## config.mk

```make
export PLATFORM = sky130hd
export DESIGN_NAME = spi_reg_arbiter
export DESIGN_NICKNAME = d
export VERILOG_FILES = /design/src/rtl/spi_reg_arbiter.sv
export SDC_FILE = /design/constraint.sdc
export NUM_CORES = 1
export LEC_CHECK = 0
export CAP_MARGIN = 40
export CORE_ASPECT_RATIO = 0.8
export CORE_MARGIN = 2
export CORE_UTILIZATION = 45
export CTS_CLUSTER_DIAMETER = 80
export DETAILED_ROUTE_END_ITERATION = 8
export GPL_ROUTABILITY_DRIVEN = 0
export PLACE_DENSITY = 0.85
export SETUP_SLACK_MARGIN = 0.3
export SYNTH_ARGS = -nofsm -noshare
export SYNTH_HDL_FRONTEND = slang
export SYNTH_SLANG_ARGS = --single-unit
```

## constraint.sdc

```tcl
create_clock -name clk -period 2.1 [get_ports clk]
set_clock_uncertainty 0.2 [all_clocks]
set_input_delay 0.21 -clock clk [delete_from_list [all_inputs] [get_ports clk]]
set_output_delay 0.21 -clock clk [all_outputs]
set_load 0.05 [all_outputs]
```

## src/rtl/spi_reg_arbiter.sv

```systemverilog
// Round-robin arbiter sharing one register bank between an SPI slave front end
// (strobed, one-deep pending buffer) and a local host (req/ack handshake).
//
// state  | meaning
// -------+--------------------------------------------------------------
// IDLE   | no access in flight; pick a requester (round-robin on ties)
// ACCESS | rb_en high for one cycle with the winner's fields
// DONE   | ack/rvalid pulsed to the winner; read data captured on exit
module spi_reg_arbiter #(
    parameter int DATA_W = 32,
    parameter int ADDR_W = 8
) (
    input  logic              clk,
    input  logic              rst,
    input  logic              spi_valid,
    input  logic              spi_we,
    input  logic [ADDR_W-1:0] spi_addr,
    input  logic [DATA_W-1:0] spi_wdata,
    output logic              spi_rvalid,
    output logic [DATA_W-1:0] spi_rdata,
    input  logic              host_req,
    input  logic              host_we,
    input  logic [ADDR_W-1:0] host_addr,
    input  logic [DATA_W-1:0] host_wdata,
    output logic              host_ack,
    output logic [DATA_W-1:0] host_rdata,
    output logic              rb_en,
    output logic              rb_we,
    output logic [ADDR_W-1:0] rb_addr,
    output logic [DATA_W-1:0] rb_wdata,
    input  logic [DATA_W-1:0] rb_rdata,
    output logic              ovf,
    input  logic              ovf_clr
);

    typedef enum logic [1:0] {
        IDLE,
        ACCESS,
        DONE
    } state_t;

    state_t            state;
    logic              spi_pend;
    logic              pend_we;
    logic [ADDR_W-1:0] pend_addr;
    logic [DATA_W-1:0] pend_wdata;
    logic              last_spi;
    logic              cur_spi;

    logic              spi_win;
    logic              host_win;
    logic              spi_drop;

    // SPI wins when alone, or on a tie when the host was served last.
    always_comb begin
        spi_win  = 1'b0;
        host_win = 1'b0;
        if (state == IDLE) begin
            spi_win  = spi_pend && (!host_req || !last_spi);
            host_win = host_req && !spi_win;
        end
        spi_drop = spi_valid && spi_pend && !spi_win;
    end

    always_ff @(posedge clk) begin
        if (rst) begin
            state      <= IDLE;
            spi_pend   <= 1'b0;
            pend_we    <= 1'b0;
            pend_addr  <= '0;
            pend_wdata <= '0;
            last_spi   <= 1'b0;
            cur_spi    <= 1'b0;
            ovf        <= 1'b0;
            rb_en      <= 1'b0;
            rb_we      <= 1'b0;
            rb_addr    <= '0;
            rb_wdata   <= '0;
            host_ack   <= 1'b0;
            spi_rvalid <= 1'b0;
            spi_rdata  <= '0;
            host_rdata <= '0;
        end else begin
            host_ack   <= 1'b0;
            spi_rvalid <= 1'b0;

            // A strobe arriving while the buffer is being drained refills it.
            if (spi_valid && !spi_drop) begin
                spi_pend   <= 1'b1;
                pend_we    <= spi_we;
                pend_addr  <= spi_addr;
                pend_wdata <= spi_wdata;
            end else if (spi_win) begin
                spi_pend <= 1'b0;
            end

            if (spi_drop) begin
                ovf <= 1'b1;
            end else if (ovf_clr) begin
                ovf <= 1'b0;
            end

            case (state)
                IDLE: begin
                    if (spi_win || host_win) begin
                        state    <= ACCESS;
                        rb_en    <= 1'b1;
                        cur_spi  <= spi_win;
                        last_spi <= spi_win;
                        rb_we    <= spi_win ? pend_we    : host_we;
                        rb_addr  <= spi_win ? pend_addr  : host_addr;
                        rb_wdata <= spi_win ? pend_wdata : host_wdata;
                    end
                end
                ACCESS: begin
                    state <= DONE;
                    rb_en <= 1'b0;
                    if (cur_spi) begin
                        spi_rvalid <= 1'b1;
                    end else begin
                        host_ack <= 1'b1;
                    end
                end
                DONE: begin
                    state <= IDLE;
                    // Bank read data is valid during DONE; writes leave rdata untouched.
                    if (!rb_we) begin
                        if (cur_spi) begin
                            spi_rdata <= rb_rdata;
                        end else begin
                            host_rdata <= rb_rdata;
                        end
                    end
                end
                default: state <= IDLE;
            endcase
        end
    end

endmodule

```

==> run metrics, run 1 <==
status completed; hpwl dp roughly 12,000 µm; Final nets 1,059; row count 39; CTS tree built; number of port buffers approximately 230; largest net degree at the start of global routing slightly below 90; Seq pwr share between 40 and 50%; area of the die roughly 15,000 µm²; first-pass GRT wire length approximately 30,000 µm; total track usage between 20% and 30%; CP arrival roughly 1.9 ns; share of post-route cells with drive strength above 1 12.2%; sw frac ~28%; Net Switching ~2200 µW; DRT iter0 DRCs roughly 240; pre-CTS setup slack -0.0762 ns; Req. time, crit path 2.22 ns; min Tclk post-route 1.80 ns; LEAKAGE 0.00412 µW; cts hold-fix bufs 0; RSZ-0062 raised after global routing yes; GR Util met2 41.5%; initial antenna violation count 1; slowest stage delay, CP around 0.48 ns; #FFs+latches synth ~150; Max Freq approximately 0.56 GHz; met1 GRT Util about 29%; Clock Latency Late Sink about 0.4 ns; asr flop ratio synth 0%; PD cells about 800 nW/µm²; Main synth FF type dfxtp_1; VDD IR-drop max about 0.00056 V; TritonCTS Buffers 17; Max-slew headroom approximately 54%; clock power share approximately 40%; critical path type register to register; syn_area_per_cell 8.98 µm²; Antenna Violating Nets Remaining 0; Vias/cell ~5.1; part of the cycle the worst path needs a little under nine tenths; Root Buffer clkbuf_16; clock sinks 154; busiest grt layer met2; Die H ~110 µm; Worst-Margin Slew about 0.7 ns; CP Buf/Inv Count 1; Post-Syn Area roughly 6500 µm²; Ports approximately 230; starting density of the core a little under half; Non-Filler Instances approximately 1,100; Hold Violations, Final 0; CP max FO 9; CP max-delay cell or3_4; DR DRC count 0; DIE WIDTH ~140 µm; vias in the first global route 5,879; startpoint types register; Clock Pin Slew Worst Setup and Hold Paths approximately 0.060 ns; Fill cells 1,132; Max-Cap Viols 0; Pre-Repair DR Iteration Count 4; Final Setup Violations 0; Mapped Nets 840; Int Power about 5700 µW; core area 14,200 µm²; Reg area just over 3000 µm²; area grow syn2layout 49.6%; multi-input logic area between 3000 and 4000 µm²; Critical Path, Cell by Cell or2_4, or3_4, buf_12, o32ai_2; CP delay by family, top simple AND/OR/NAND/NOR gates; Routed WL around 19,000 µm; Hold Path Class input pin to register; Synth Instances around 720; EDFF count, synth 0; total gr overflow 0; placed insts 1,094; drt wl/cell 16.8 µm; max-slew violation count 0; Setup crit end kind register; DR vias between 5,000 and 6,000; global routing usage on met3 7.34%; H-tree levels 4; CTS Buffer Depth 2; Comb power frac between 20% and 30%; synth warn 0; final worst setup slack a little under 0.3 ns; setup TNS 0 ns; post-synthesis sequential area ratio a little under half; post-synthesis cell type count 30; Final Core Density between 60% and 70%
synth_stat cells, types with 3 or more instances:
master | count | area, µm²
nand2b_1 | 83 | 519
inv_1 | 43 | 161
buf_4 | 4 | 30.0
o32ai_2 | 39 | 634
clkbuf_1 | 37 | 139
mux2i_1 | 41 | 410
buf_2 | 10 | 50.1
a21oi_1 | 107 | 536
nor2_1 | 45 | 169
o21ai_0 | 3 | 15.0
dfxtp_1 | 154 | 3080
buf_6 | 8 | 90.1
nand2_1 | 130 | 488
registers in the layout, summed over array words and instances, names as in the netlist:
name,flops
cur_spi,1
spi_pend,1
pend_addr,8
pend_we,1
rb_wdata,32
host_ack,1
state,2
ovf,1
pend_wdata,32
rb_we,1
rb_en,1
rb_addr,8
host_rdata,32
spi_rvalid,1
spi_rdata,32
cell usage in the layout, fill, tap and decap left out, types with 7 or more instances in the layout:
cell	instances
nor2_1	44
clkbuf_16	21
buf_12	7
inv_1	43
o32ai_2	36
nand2b_1	83
mux2i_1	41
nand2_1	130
a21oi_1	107
dlygate4sd2_1	107
clkdlybuf4s50_1	117
buf_4	17
dfxtp_1	151
worst register-to-register path, cell delays in order, from the launching register on:
cell	delay [ns]
dfxtp_2	0.31
or2_4	0.26
or3_4	0.48
buf_12	0.19
o32ai_2	0.28
layer usage:
metal	up-vias	wire [µm]
met5	-	0
met4	0	337
met3	21	1480
met2	224	9350
met1	2740	7890
li1	2838	-
kinds of logic (layout without fill, tap and decap cells):
logic type      count (synthesis)  count (layout)  share of synthesized area, %
other cells                     0               1                             0
mux                            41              41                          6.34
compound gates                158             158                          19.5
buf+inv                       102             331                          7.27
flops                         154             154                          47.6
simple gates                  266             267                          19.3
power groups by stage:
stage          sequential (µW)  clock [µW]  combinational (µW)
2_1_floorplan             3610           0                 593
3_3_place_gp              3260           0                1550
3_5_place_dp              3250           0                1570
4_1_cts                   3190        3160                1520
5_1_grt                   3220        3310                1680
6_report                  3200        3110                1590
worst paths after layout:
check | cells after the start | slack [ns] | start | endpoint
max | 4 | 0.30 | state[1] | rb_wdata[5]
min | 3 | 0.16 | spi_wdata[21] | pend_wdata[21]
max reg2reg | 4 | 0.30 | state[1] | rb_wdata[5]
min reg2reg | 2 | 0.25 | host_rdata[31] | host_rdata[31]
what timing repair did:
action                     CTS  global route
buffers inserted             0             4
gates resized for setup    110            10
pin swaps                    0            14
gates cloned                 1             6
setup endpoints to repair  187            92
through the flow:
| stage | hold slack, ns | total power [µW] | cell area [µm²] |
|---|---|---|---|
| after floorplan | 0.127 | 4200 | 6490 |
| after global placement | 0.241 | 4800 | 8960 |
| after detailed placement | 0.246 | 4820 | 8960 |
| after CTS | 0.147 | 7870 | 9460 |
| after global routing | 0.169 | 8210 | 9680 |
| final | 0.161 | 7900 | 9680 |
final cells by class:
| class | count | area share [%] |
|---|---|---|
| diodes | 1 | 0.0258 |
| clock buffers | 19 | 4.68 |
| clock inverters | 11 | 1.50 |
| inverters | 43 | 1.67 |
| multi-input cells | 466 | 31.4 |
| flip-flops and latches | 154 | 31.9 |
| well taps | 184 | 2.38 |
| repair buffers | 258 | 26.5 |
(Power assumes the default switching activity.)
==> run 2: changes to the inputs <==
Settings changed: PLACE_DENSITY 0.85 to 0.8, SLEW_MARGIN set to 10, TNS_END_PERCENT set to 100.
==> run 2 against run 1 <==
  * Sequential share of layout area is 0.38 points lower
  * Worst setup slack got worse by 0.025 ns
  * Global-route usage is 1.2 points lower
  * Via count fell by 0.98%
  * Total power fell by 0.40%
==> run metrics, run 2 (same netlist as run 1, synthesis figures left out) <==
Setup crit end kind register; Routed WL 18,900 µm (-0.69%); max layer used met4; Vias/cell 5.07 (-1.2%); clock power share 38.4% (-1.0 points); setup slack, reg-to-reg 0.27 ns (-0.03 ns); Req. time, crit path 2.23 ns (about the same); Max Freq 0.547 GHz (-1.4%); sw frac 28.0% (about the same); share of post-route cells with drive strength above 1 12.4% (+0.17 points); largest net degree at the start of global routing 155 (+74%); CP dominant cell by count buf_4; critical path type register to register; PD cells 802 nW/µm² (-1.6%); Worst-Margin Slew 0.563 ns (-0.134 ns); H-tree levels 4 (unchanged); Antenna Violating Nets Remaining 0 (unchanged); slowest stage delay, CP 0.34 ns (-0.14 ns); startpoint types register; Clock Pin Slew Worst Setup and Hold Paths 0.06 ns (about the same); Final nets 1,061 (+0.19%); Die H 111 µm (unchanged); number of port buffers 227 (unchanged); RSZ-0062 raised after global routing yes; Int Power 5660 µW (-0.38%); DR vias 5,766 (-0.98%); DR DRC count 0 (unchanged); Clock Latency Late Sink 0.41 ns (about the same); clock sinks 154 (unchanged); most common cell after layout, fill and taps aside dfxtp_1; area grow syn2layout 51.5%; CP startpoint state[0]; DIE WIDTH 138 µm (unchanged); starting density of the core 45.7% (unchanged); CP max FO 8 (-1); first-pass GRT wire length 28,200 µm (-4.9%); met3 routed WL 1560 µm (+5.4%); CTS tree built; Comb power frac 20.9% (+0.7 points); Hold Path Class input pin to register; Net Switching 2200 µW (-0.45%); area of the die 15,400 µm² (unchanged); # diodes 0 (-1); total track usage 22.9% (-1.2 points); Hold Violations, Final 0 (unchanged); vias in the first global route 5,502 (-6.4%); TritonCTS Buffers 17 (unchanged); Root Buffer clkbuf_16; CTS Buffer Depth 2 (unchanged); max-slew violation count 0 (unchanged); initial antenna violation count 0 (-1); status completed; Max-slew headroom 62.5% (+8.9 points); drt wl/cell 16.6 µm (-0.87%); Seq pwr share 40.6% (about the same); LEAKAGE 0.00414 µW (+0.62%); most frequent cells in the layout dfxtp_1, nand2_1, clkdlybuf4s50_1, dlygate4sd2_1, a21oi_1; total power 7870 µW (-0.40%); WL met2 8890 µm (-4.9%); WL met1 8220 µm (+4.2%); Ports 228 (unchanged); DRT iter0 DRCs 309 (+28%); total gr overflow 0 (unchanged); hold path startpoint spi_addr[5]; Final Setup Violations 0 (unchanged); Pre-Repair DR Iteration Count 6 (+2); CP max-delay cell a211o_4; min Tclk post-route 1.83 ns (+0.0252 ns); Critical Path, Cell by Cell buf_4, a211o_4, a21boi_4, buf_4, clkbuf_16, mux2i_1; part of the cycle the worst path needs 87.0% (+1.2 points); r2r startpoint state[0]; CP arrival 1.96 ns (+0.04 ns); row count 39 (unchanged); VDD IR-drop max 0.000567 V (+0.73%); core area 14,200 µm² (unchanged); Final Core Density 69.3% (+0.86 points); Max-Cap Viols 0 (unchanged); hpwl dp 11,900 µm (-3.1%)
-- run 2: final timing paths --
| path | endpoint | cells after the start |
|---|---|---|
| min | pend_addr[5] | 3 |
| max | pend_wdata[18] | 6 |
| max reg2reg | pend_wdata[18] | 6 |
| min reg2reg | spi_rdata[26] | 2 |
-- run 2: through the flow --
step           hold slack (ns)  instances  area [µm²]  setup WS, ns  TNS, ns
6_report                 0.160       1138        9800         0.273        0
5_1_grt                  0.155       1138        9800         0.220        0
4_1_cts                  0.145       1126        9510         0.258        0
3_5_place_dp             0.246       1094        9030       -0.0413   -0.335
3_3_place_gp             0.241       1094        9030        0.0274        0
2_1_floorplan            0.127        721        6490         0.351        0
-- run 2: metal layers --
layer	up-vias	global-route usage [%]
met2	244	38.1
li1	2830	-
met5	-	0
met4	0	5.92
met1	2675	28.5
met3	17	8.03
-- run 2: final cells by class --
class	count	area, µm²
multi-input cells	466	3100
repair buffers	260	2640
clock inverters	7	88.8
clock buffers	24	492
well taps	184	230
flip-flops and latches	154	3090
fillers	1098	4350
inverters	43	161
-- run 2: timing repair --
item,CTS,global route
setup endpoints to repair,150,99
buffers inserted,0,5
gates resized for setup,112,18
endpoints found under the hold margin,0,0
hold buffers,0,0
gates cloned,1,7
pin swaps,1,31
-- run 2: power groups by stage --
| stage | clock (µW) | combinational [µW] | sequential [µW] |
|---|---|---|---|
| 2_1_floorplan | 0 | 593 | 3610 |
| 3_3_place_gp | 0 | 1570 | 3260 |
| 3_5_place_dp | 0 | 1590 | 3250 |
| 4_1_cts | 3080 | 1540 | 3190 |
| 5_1_grt | 3220 | 1740 | 3220 |
| 6_report | 3020 | 1650 | 3200 |
-- run 2: critical path, delay by kind of cell (launching register included) --
family | cells | cell delay, ns
AO/OA/AOI/OAI | 2 | 0.49
buffers and inverters | 3 | 0.52
flip-flops | 1 | 0.31
multiplexers | 1 | 0.21
